==> config.mk <==
export PLATFORM = sky130hd
export DESIGN_NAME = lsu_bridge
export DESIGN_NICKNAME = d
export VERILOG_FILES = /design/src/rtl/lsu_bridge.sv
export SDC_FILE = /design/constraint.sdc
export NUM_CORES = 1
export LEC_CHECK = 0
export CELL_PAD_IN_SITES_DETAIL_PLACEMENT = 0
export CELL_PAD_IN_SITES_GLOBAL_PLACEMENT = 1
export CORE_UTILIZATION = 26
export CTS_CLUSTER_SIZE = 8
export DETAILED_ROUTE_END_ITERATION = 8
export GPL_ROUTABILITY_DRIVEN = 0
export PLACE_DENSITY_LB_ADDON = 0.1
export SLEW_MARGIN = 20
export SYNTH_ARGS = -nofsm -noshare
export SYNTH_HDL_FRONTEND = slang
export SYNTH_SLANG_ARGS = --single-unit
==> constraint.sdc <==
create_clock -name clk -period 1.9 [get_ports clk]
set_clock_uncertainty 0.05 [all_clocks]
set_input_delay 0.38 -clock clk [delete_from_list [all_inputs] [get_ports clk]]
set_output_delay 0.38 -clock clk [all_outputs]
set_load 0.02 [all_outputs]
==> src/rtl/lsu_bridge.sv <==
// lsu_bridge: load/store bridge from the MEM stage to an SRAM-like data bus
// (req/addr_ok/data_ok). Decodes load/store opcodes into bus size, byte
// strobes and replicated write data, runs one access at a time through an
// IDLE/ADDR/DATA/DRAIN/DONE machine, and returns the extended load result.
// Optional feature: define LSU_UNALIGNED_EXC_EN to raise adel_o/ades_o on
// misaligned accesses; otherwise addresses are forced to natural alignment.
module lsu_bridge #(
  parameter int DATA_W = 32,
  parameter int ADDR_W = 32
) (
  input  logic                  clk,
  input  logic                  resetn,
  input  logic                  mem_req,
  input  logic [5:0]            op,
  input  logic [ADDR_W-1:0]     addr,
  input  logic [31:0]           wdata,
  input  logic                  flush,
  output logic                  stall_o,
  output logic                  done_o,
  output logic [31:0]           rdata_o,
  output logic                  adel_o,
  output logic                  ades_o,
  output logic [ADDR_W-1:0]     badvaddr_o,
  output logic                  data_req,
  output logic                  data_wr,
  output logic [1:0]            data_size,
  output logic [DATA_W/8-1:0]   data_wstrb,
  output logic [ADDR_W-1:0]     data_addr,
  output logic [DATA_W-1:0]     data_wdata,
  input  logic                  data_addr_ok,
  input  logic                  data_data_ok,
  input  logic [DATA_W-1:0]     data_rdata
);
  localparam int NL   = DATA_W / 8;
  localparam int LN_W = $clog2(NL);

  localparam logic [5:0] OP_LB  = 6'h20;
  localparam logic [5:0] OP_LH  = 6'h21;
  localparam logic [5:0] OP_LW  = 6'h23;
  localparam logic [5:0] OP_LBU = 6'h24;
  localparam logic [5:0] OP_LHU = 6'h25;
  localparam logic [5:0] OP_SB  = 6'h28;
  localparam logic [5:0] OP_SH  = 6'h29;
  localparam logic [5:0] OP_SW  = 6'h2B;

  localparam logic [2:0] S_IDLE  = 3'd0;
  localparam logic [2:0] S_ADDR  = 3'd1;
  localparam logic [2:0] S_DATA  = 3'd2;
  localparam logic [2:0] S_DRAIN = 3'd3;
  localparam logic [2:0] S_DONE  = 3'd4;

  logic [2:0]        state_q, state_d;
  logic [5:0]        op_q;
  logic              wr_q;
  logic [1:0]        size_q;
  logic [NL-1:0]     wstrb_q;
  logic [ADDR_W-1:0] addr_q;
  logic [DATA_W-1:0] wdata_q;
  logic [31:0]       rdata_q;

  logic              op_valid, op_load;
  logic [1:0]        op_size;
  logic              addr_err;
  logic [ADDR_W-1:0] acc_addr;
  logic [LN_W-1:0]   lane;
  logic [NL-1:0]     strb_base;
  logic [DATA_W-1:0] wdata_rep;
  logic              accept;
  logic [31:0]       rd_word;
  logic [31:0]       rd_ext;
  logic              ld_signed;

  // Opcode decode: validity, direction and access size
  always_comb begin
    op_valid = 1'b1;
    op_load  = 1'b1;
    op_size  = 2'd2;
    case (op)
      OP_LB, OP_LBU: op_size = 2'd0;
      OP_LH, OP_LHU: op_size = 2'd1;
      OP_LW:         op_size = 2'd2;
      OP_SB:         begin op_load = 1'b0; op_size = 2'd0; end
      OP_SH:         begin op_load = 1'b0; op_size = 2'd1; end
      OP_SW:         begin op_load = 1'b0; op_size = 2'd2; end
      default:       op_valid = 1'b0;
    endcase
  end

`ifdef LSU_UNALIGNED_EXC_EN
  logic misaligned;
  assign misaligned = ((op_size == 2'd1) && addr[0]) ||
                      ((op_size == 2'd2) && (addr[1:0] != 2'b00));
  // Errors are only reported while idle, so an in-flight access never faults
  assign addr_err   = (state_q == S_IDLE) && mem_req && op_valid && misaligned;
  assign adel_o     = addr_err && op_load;
  assign ades_o     = addr_err && !op_load;
  assign badvaddr_o = addr_err ? addr : '0;
  assign acc_addr   = addr;
`else
  assign addr_err   = 1'b0;
  assign adel_o     = 1'b0;
  assign ades_o     = 1'b0;
  assign badvaddr_o = '0;
  // Force natural alignment by clearing the low address bits
  always_comb begin
    acc_addr = addr;
    if (op_size == 2'd1) acc_addr[0] = 1'b0;
    if (op_size == 2'd2) acc_addr[1:0] = 2'b00;
  end
`endif

  assign lane = acc_addr[LN_W-1:0];

  // Strobe pattern for the access size before shifting to its lane
  always_comb begin
    case (op_size)
      2'd0:    strb_base = NL'(4'h1);
      2'd1:    strb_base = NL'(4'h3);
      default: strb_base = NL'(4'hF);
    endcase
  end

  // Each byte lane takes the source byte it would hold for its own alignment
  for (genvar gi = 0; gi < NL; gi++) begin : g_rep
    assign wdata_rep[8*gi +: 8] = (op_size == 2'd0) ? wdata[7:0] :
                                  (op_size == 2'd1) ? wdata[8*(gi%2) +: 8] :
                                                      wdata[8*(gi%4) +: 8];
  end

  assign accept = (state_q == S_IDLE) && mem_req && op_valid && !addr_err && !flush;

  // Next-state logic, including flush handling for abandoned accesses
  always_comb begin
    state_d = state_q;
    case (state_q)
      S_IDLE:  if (accept) state_d = S_ADDR;
      S_ADDR: begin
        if (flush)             state_d = data_addr_ok ? S_DRAIN : S_IDLE;
        else if (data_addr_ok) state_d = S_DATA;
      end
      S_DATA: begin
        // A response arriving with the flush already completes the access
        if (flush)             state_d = data_data_ok ? S_IDLE : S_DRAIN;
        else if (data_data_ok) state_d = S_DONE;
      end
      S_DRAIN: if (data_data_ok) state_d = S_IDLE;
      S_DONE:  state_d = S_IDLE;
      default: state_d = S_IDLE;
    endcase
  end

  // Pick the addressed lane from the bus word and extend it
  assign rd_word   = 32'(data_rdata >> {addr_q[LN_W-1:0], 3'b000});
  assign ld_signed = (op_q == OP_LB) || (op_q == OP_LH);
  always_comb begin
    case (size_q)
      2'd0:    rd_ext = {{24{ld_signed & rd_word[7]}},  rd_word[7:0]};
      2'd1:    rd_ext = {{16{ld_signed & rd_word[15]}}, rd_word[15:0]};
      default: rd_ext = rd_word;
    endcase
    if (wr_q) rd_ext = 32'h0;
  end

  // State, captured request fields and load result
  always_ff @(posedge clk) begin
    if (!resetn) begin
      state_q <= S_IDLE;
      op_q    <= '0;
      wr_q    <= 1'b0;
      size_q  <= '0;
      wstrb_q <= '0;
      addr_q  <= '0;
      wdata_q <= '0;
      rdata_q <= '0;
    end else begin
      state_q <= state_d;
      if (accept) begin
        op_q    <= op;
        wr_q    <= !op_load;
        size_q  <= op_size;
        wstrb_q <= op_load ? '0 : (strb_base << lane);
        addr_q  <= acc_addr;
        wdata_q <= wdata_rep;
      end
      if ((state_q == S_DATA) && data_data_ok && !flush) rdata_q <= rd_ext;
    end
  end

  assign data_req   = (state_q == S_ADDR);
  assign data_wr    = wr_q;
  assign data_size  = size_q;
  assign data_wstrb = wstrb_q;
  assign data_addr  = addr_q;
  assign data_wdata = wdata_q;
  assign rdata_o    = rdata_q;
  assign done_o     = (state_q == S_DONE) && !flush;
  assign stall_o    = ((state_q == S_IDLE) && mem_req && op_valid && !addr_err) ||
                      (state_q == S_ADDR) || (state_q == S_DATA) || (state_q == S_DRAIN);

endmodule

# Word-level counts from Yosys, hierarchy flattened
# Cells that the tools add are included.
# word_totals
reg_bits	112
wordCells	74
# op_classes
eq_ne	21
n_shift	2
muxes	22
n_bitwise	2
n_reduce_logical	19
# op_table
op	count
$pmux W32 S2	1
$eq A6 B6 Y1 const B	10
$mux W8	5
$mux W32	1
$shr A32 B5 Y32	1
$mux W3	6
$pmux W3 S4	1
$reduce_or A3 Y1	3
$pmux W4 S2	1
$reduce_or A8 Y1	1
$eq A3 B2 Y1 const B	2
$logic_and A1 B1 Y1	6
$mux W2	3
$eq A2 B1 Y1 const B	2
$logic_not A2 Y1	2
$logic_or A1 B1 Y1	4
$mux W4	1
$ne A2 B2 Y1 const B	2
$pmux W2 S2	1
$reduce_and A4 Y1	1
$shl A4 B2 Y4	1
$eq A3 B1 Y1 const B	1
$eq A3 B3 Y1 const B	1
$logic_not A3 Y1	1
6 further kinds	8

# Longest topological paths before layout
# Gate-level depths: netlist of the first run.
# logic_depth
ltp_word	8
depth_mapped	7
depth_no_buf	4

# Worst setup path after synthesis of the first run
# OpenSTA, ideal clock, no wires.
# synth_timing
kind	reg-to-reg
startpoint	register state_q[2]
endpoint	register wstrb_q[0], in the netlist data_wstrb[0]
setup_ns	0.084
t_arrival_ns	1.935
setup_slack_ns	-0.170
stages_incl_launch_ff	7
n_path_buf	2
path_cell_list	dfxtp_1 -> or3_1 -> buf_2 -> a2111o_1 -> buf_6 -> or4_4 -> o31ai_2
# synth_between
elab_chain_len	4
# synth_rtl
item	line	text
start: declaration	52	logic [2:0] state_q, state_d;
start signal: assignment	176	state_q <= state_d;
$logic_not A3 Y1	130	assign accept = (state_q == S_IDLE) && mem_req && op_valid && !addr_err && !flush;
$logic_and A1 B1 Y1 (3 in series)	130	
end signal: assignment	181	wstrb_q <= op_load ? '0 : (strb_base << lane);
end: declaration	56	logic [NL-1:0] wstrb_q;
# No other way between the ends.
# A chain may end at the register's enable or synchronous reset.

# Worst setup path in the final report of the first run
# layout_timing
startpoint	register state_q[0]
endpoint	register wstrb_q[0], in the netlist data_wstrb[0]
# The elaborated chain is that of the path after synthesis.

==> results of run 1 <==
-- critical path: stages, from the launching register on --
cell and delay (ps):
dfxtp_2 320, or3_4 390, a2111o_2 410, or4_4 480, o31ai_4 220
-- metal layers --
layer,global-route usage [%],vias up
met5,0,-
met4,7.48,0
met3,4.40,27
met2,30.6,193
met1,25.5,2725
li1,-,2726
-- flip-flops by register name (all words and copies together), names as in the netlist --
| signal | flops |
|---|---|
| data_addr | 32 |
| data_wdata | 32 |
| rdata_o | 32 |
| op_q | 5 |
| data_wstrb | 4 |
| state_q | 3 |
| data_size | 2 |
| data_wr | 1 |
-- placed cells by master, fill, tap and decap left out, types with 10 or more instances in the layout --
| cell | Yosys | routed |
|---|---|---|
| a21oi_1 | 84 | 56 |
| a21oi_2 | 0 | 28 |
| a22oi_1 | 10 | 10 |
| buf_12 | 0 | 15 |
| buf_4 | 34 | 50 |
| clkdlybuf4s50_1 | 0 | 197 |
| conb_1 | 1 | 34 |
| dfxtp_1 | 111 | 107 |
| mux2i_1 | 34 | 34 |
| nand2_1 | 50 | 49 |
| nand3_1 | 50 | 22 |
| nand3_2 | 0 | 19 |
| nor2_1 | 13 | 12 |
| o211ai_1 | 11 | 11 |
| o21ai_0 | 73 | 43 |
| o21ai_1 | 0 | 29 |
-- timing repair --
action | CTS | global route
setup buffers | 18 | 1
cloned | 8 | 0
pin swaps | 64 | 29
endpoints found under the setup margin | 108 | 104
hold endpoints to repair | 0 | 0
resized for setup | 81 | 90
-- stage by stage --
step           instances  hold WS (ps)  total power, uW
2_1_floorplan        659           382             2760
3_3_place_gp        1103           395             3140
3_5_place_dp        1103           397             3150
4_1_cts             1145           414             5160
5_1_grt             1139           435             5320
6_report            1139           410             5120
-- final cells by class --
type | instances | share of cell area (%)
Multi-Input combinational cell | 452 | 34.8
Inverter | 3 | 0.125
Timing Repair Buffer | 292 | 33.5
Clock buffer | 11 | 2.80
Tap cell | 265 | 3.67
Clock inverter | 5 | 0.443
Sequential cell | 111 | 24.6
-- cells by family (layout without fill, tap and decap cells) --
| family | Yosys count | in the layout |
|---|---|---|
| AO/OA/AOI/OAI | 221 | 221 |
| other | 1 | 34 |
| XOR/XNOR | 2 | 2 |
| buffers and inverters | 96 | 311 |
| AND/OR/NAND/NOR | 153 | 153 |
| flip-flops | 111 | 111 |
| multiplexers | 42 | 42 |
-- power by group --
part	switching, uW	internal (uW)	total (uW)
clock network	950	977	1930
registers	14.3	2350	2360
logic	435	394	828
total	1400	3720	5120
-- worst max-delay path by stage --
stage,cells past startpoint,endpoint,start
after floorplan,6,data_wstrb[0],state_q[2]
after global routing,5,data_wstrb[0],state_q[0]
final,4,data_wstrb[0],state_q[0]
after global placement,6,data_wstrb[0],flush
after CTS,10,data_addr[15],state_q[0]
after detailed placement,9,data_addr[15],op[2]
==> metrics, run 1 <==
run status=finished with violations; failing checks=negative setup slack; register area share after synthesis=42.1%; worst min-delay path class=register to register; hold bufs inserted after CTS=0; Reg2Reg Depth=4; total of max-cap violations=0; Compound-Gate Fraction of Synth Area=25.2%; DIE AREA=20900 um^2; CP Max Fanout=4; minimum clock period=1940 ps; Hold Path Stages=2; FF+latch count, synth=111; post-route setup slack=-41.5 ps; simple-gate share of the synthesized area=14.6%; met2 routed WL=9590 um; worst endpoint data arrival time=2170 ps; fillers=1898; CP startpoint kind=register; Util after Layout=45.8%; worst slack, placed=-638 ps; WL final=20400 um; via count=5671; DIE WIDTH=145 um; Total Neg Setup Slack=-84.6 ps; DR WL met3=1260 um; grt ovf=0; Highest Signal Layer=met4; top-area cell type share of the netlist area=42.1%; power density over the cells=566 nW/um^2; WL met1=9140 um; CTS tree=done; CTS Buf Count=9; post-route ant nets=0; Final setup viols=4; CTS clk-pin slew, worst paths=70 ps; critical path capture point type=register; I/O Buffers=213; Rows=51; synth unique cells=50; R2R Path Start=state_q[0]; Core Area=19700 um^2; yosys warns=0; I/O pin count=248; Fmax=515 MHz; Initial Util=26.8%; endpoints failing hold=0; reg2reg setup slack=-40 ps; DP Area=7920 um^2; CP Class=register to register; Hold Path Sink=rdata_o[0]; top cells by count, synth=111 x dfxtp_1, 84 x a21oi_1, 73 x o21ai_0; design area=9040 um^2; ratio of cells with drive above 1 in the final layout=22.8%; RSZ-0062 raised after global routing=true; Area growth, synth to finish=71.1%; Final Slew Violations=0; pin count of the biggest net entering global routing=55; Clk Latency, worst-skew pair=350 ps; adder-cell share of the synthesized area=0%; GRT Overall Usage=19.4%; reg-to-reg endpoint=data_wstrb[0]; Via-to-Cell Ratio=4.98; root buffer selected by CTS=clkbuf_16; DRC Markers=0; Antenna Cells=0; CTS Sinks=111; WL/cell=17.9 um; H-tree levels=3; multi-input logic area=3150 um^2; die height=145 um; Syn Inst Count=626; largest area contributor in the netlist=dfxtp_1; synthesized cell area=5280 um^2; synthesized area per cell=8.44 um^2; DRT iter0 DRCs=249; Storage cell area=2230 um^2; global-route wire length before repair=30900 um; leading post-synthesis cells by cell area=dfxtp_1 42%, a21oi_1 8.0%, o21ai_0 6.9%, mux2i_1 6.4%, buf_4 4.8%; critical path required time=2130 ps; P_leak=0.00321 uW; clk buf depth=2; Synth Flop Type=dfxtp_1; initial antenna violation count=0; vias in the first global route=5609; first-pass iteration count of the detailed router=4; cell with the most instances after synthesis=dfxtp_1; nets=977; hold_sp=rdata_o[0]; Synth async-reset ratio=0%; Tcrit/Tclk final=102%; largest family of logic cells by synthesized area=compound AO/OA/AOI/OAI gates; mux share of post-synthesis cell area=8.15%; Peak VDD IR=0.384 mV; HPWL Detailed=13800 um; Post-synth EDFFs=0; Post-Synth XOR/XNOR Area=0.332%
Note: power is estimated with default switching activity, not from simulation.
==> run 2, diff against run 1 <==
--- a/config.mk
+++ b/config.mk
@@ -5,6 +5,7 @@
 export SDC_FILE = /design/constraint.sdc
 export NUM_CORES = 1
 export LEC_CHECK = 0
+export CAP_MARGIN = 20
 export CELL_PAD_IN_SITES_DETAIL_PLACEMENT = 0
 export CELL_PAD_IN_SITES_GLOBAL_PLACEMENT = 1
 export CORE_UTILIZATION = 26
==> results of run 2 <==
Same layout as run 1: the final DEF is identical, and so are final timing and power.
==> run 3, diff against run 2 <==
--- a/config.mk
+++ b/config.mk
@@ -8,12 +8,13 @@
 export CAP_MARGIN = 20
 export CELL_PAD_IN_SITES_DETAIL_PLACEMENT = 0
 export CELL_PAD_IN_SITES_GLOBAL_PLACEMENT = 1
+export CORE_MARGIN = 1.5
 export CORE_UTILIZATION = 26
 export CTS_CLUSTER_SIZE = 8
 export DETAILED_ROUTE_END_ITERATION = 8
 export GPL_ROUTABILITY_DRIVEN = 0
 export PLACE_DENSITY_LB_ADDON = 0.1
-export SLEW_MARGIN = 20
 export SYNTH_ARGS = -nofsm -noshare
 export SYNTH_HDL_FRONTEND = slang
 export SYNTH_SLANG_ARGS = --single-unit
+export TNS_END_PERCENT = 100
==> run 3 against run 2 <==
Against the previous run: the flow still finishes with violations (negative setup slack); sequential cell count unchanged; setup slack gained 6.4 ps; combinational power grew 1%; critical endpoint is now data_addr[5]; largest power group unchanged; clock power is 5% higher; critical path depth rose by 2; highest routed layer unchanged; final area increased by 0.26%; core utilization increased by 0.12 points; total power is 2.3% higher; global-route usage fell by 0.87 points; critical path type unchanged; wire length is 1.2% lower; sequential share of layout area fell by 0.092 points; first-iteration DRC count is 2.8% lower.
==> metrics, run 3 (synthesized netlist as in run 1, its figures left out) <==
Net Sw Frac=25.2% (-2.1 points); failing checks=negative setup slack; Antenna Cells=0 (unchanged); Stages on worst setup path=6 (+2); reg2reg setup slack=-40 ps (about the same); Final setup viols=10 (+6); H-tree levels=3 (unchanged); fillers=1912 (+0.74%); GRT Overall Usage=18.5% (-0.87 points); DP Area=8040 um^2 (+1.5%); CP Class=register to register; most frequent cells in the layout=196 x clkdlybuf4s50_1, 109 x dfxtp_1, 62 x a21oi_1; Fmax=517 MHz (+0.33%); pin count of the biggest net entering global routing=45 (-18%); endpoints failing hold=0 (unchanged); part of the power in the clock network=38.8% (+1.1 points); WL/cell=17.8 um (-0.89%); HPWL Detailed=14000 um (+1.8%); Comb pwr share=16.0% (-0.2 points); I/O pin count=248 (unchanged); crit path cell chain=or3_4, a2111o_2, buf_4, buf_12, o21ai_0, a21oi_2; Final Slew Violations=0 (unchanged); Critical-path top delay cell=a2111o_2; worst min-delay path class=register to register; Peak VDD IR=0.377 mV (-1.8%); Core Area=19700 um^2 (unchanged); worst endpoint data arrival time=2120 ps (-50 ps); Via-to-Cell Ratio=4.91 (-1.4%); die height=146 um (+0.69%); total of max-cap violations=0 (unchanged); WP buf/inv=2 (+2); Tcrit/Tclk final=102% (-0.34 points); RSZ-0062 raised after global routing=true; Net Switching=1320 uW (-5.6%); critical path's top delay family=compound AO/OA/AOI/OAI gates; Max stage delay on crit path=410 ps (-70 ps); P_leak=0.00321 uW (about the same); DRC Markers=0 (unchanged); CTS tree=done; initial antenna violation count=0 (unchanged); global-route wire length before repair=31400 um (+1.7%); Area growth, synth to finish=71.6%; DIE WIDTH=146 um (+0.69%); ratio of cells with drive above 1 in the final layout=22.6% (-0.13 points); Rows=51 (unchanged); post-route ant nets=0 (unchanged); post-route setup slack=-35.0 ps (+6.44 ps); Clk Latency, worst-skew pair=350 ps (about the same); via count=5571 (-1.8%); most common cell after layout, fill and taps aside=clkdlybuf4s50_1; Reg2Reg Depth=6 (+2); minimum clock period=1940 ps (-6.44 ps); grt ovf=0 (unchanged); Int Power=3920 uW (+5.3%); hold bufs inserted after CTS=0 (unchanged); design area=9060 um^2 (+0.26%); DRT iter0 DRCs=242 (-2.8%); root buffer selected by CTS=clkbuf_16; CTS Buf Count=9 (unchanged); nets=974 (-0.31%); CP Max Fanout=42 (+38); Initial Util=26.8% (unchanged); power density over the cells=578 nW/um^2 (+2.1%); clk buf depth=2 (unchanged); I/O Buffers=213 (unchanged); Worst slew margin=62.9%; Hold Path Stages=2 (unchanged); CTS Sinks=111 (unchanged); run status=finished with violations; vias in the first global route=5702 (+1.7%); CTS clk-pin slew, worst paths=70 ps (about the same); DIE AREA=21200 um^2 (+1.4%); CP startpoint kind=register; critical path capture point type=register; worst slew pin tran=555 ps; critical path required time=2080 ps (-50 ps); worst slack, placed=-587 ps (+50.6 ps); first-pass iteration count of the detailed router=4 (unchanged); sequential share of power=45.1% (-1.1 points); WL final=20200 um (-1.2%)
==> run 3: per-stage QoR <==
stage          hold slack (ps)  power [uW]  TNS [ps]  instances  utilization (%)
3_3_place_gp               394        3160    -54310       1107             40.8
3_5_place_dp               399        3170    -54690       1107             40.8
2_1_floorplan              382        2760     -2680        659                -
4_1_cts                    409        5250      -407       1134             44.1
5_1_grt                    427        5460     -4300       1135             46.0
6_report                   409        5240      -178       1135             46.0
==> run 3: area by class of cell <==
type / count / area (um^2) / share of cell area, %
clock buffers: 13 / 280 / 3.09
clock inverters: 2 / 37.5 / 0.414
inverters: 3 / 11.3 / 0.124
multi-input cells: 452 / 3150 / 34.8
flip-flops and latches: 111 / 2220 / 24.6
well taps: 265 / 332 / 3.66
repair buffers: 289 / 3020 / 33.3
==> run 3: power by group through the flow <==
stage	clock, uW	combinational (uW)	sequential, uW
after floorplan	0	322	2440
after global placement	0	747	2420
after detailed placement	0	750	2420
after CTS	2100	791	2360
after global routing	2210	893	2370
final	2030	840	2360
==> run 3: worst paths after layout <==
path                                 start           end
worst min-delay path            rdata_o[5]    rdata_o[5]
worst min register to register  rdata_o[5]    rdata_o[5]
worst max register to register  state_q[0]  data_addr[5]
worst max-delay path            state_q[0]  data_addr[5]
==> run 3: worst min-delay path, cell delays in order (launching register included) <==
cell and delay (ps):
dfxtp_1 310, nand2_1 50, a21oi_1 50
==> run 3: per-layer routing <==
layer	GRT usage, %	wire length [um]	share of wire (%)
met1	23.6	8750	43
met2	30.3	9650	48
met3	4.95	1400	7.0
met4	5.82	362	1.8
met5	0	0	0
==> run 3: what timing repair did <==
action	CTS	global route
gates cloned	5	1
setup buffers	7	2
gates resized for setup	63	103
endpoints found under the setup margin	111	89
pin swaps	39	53
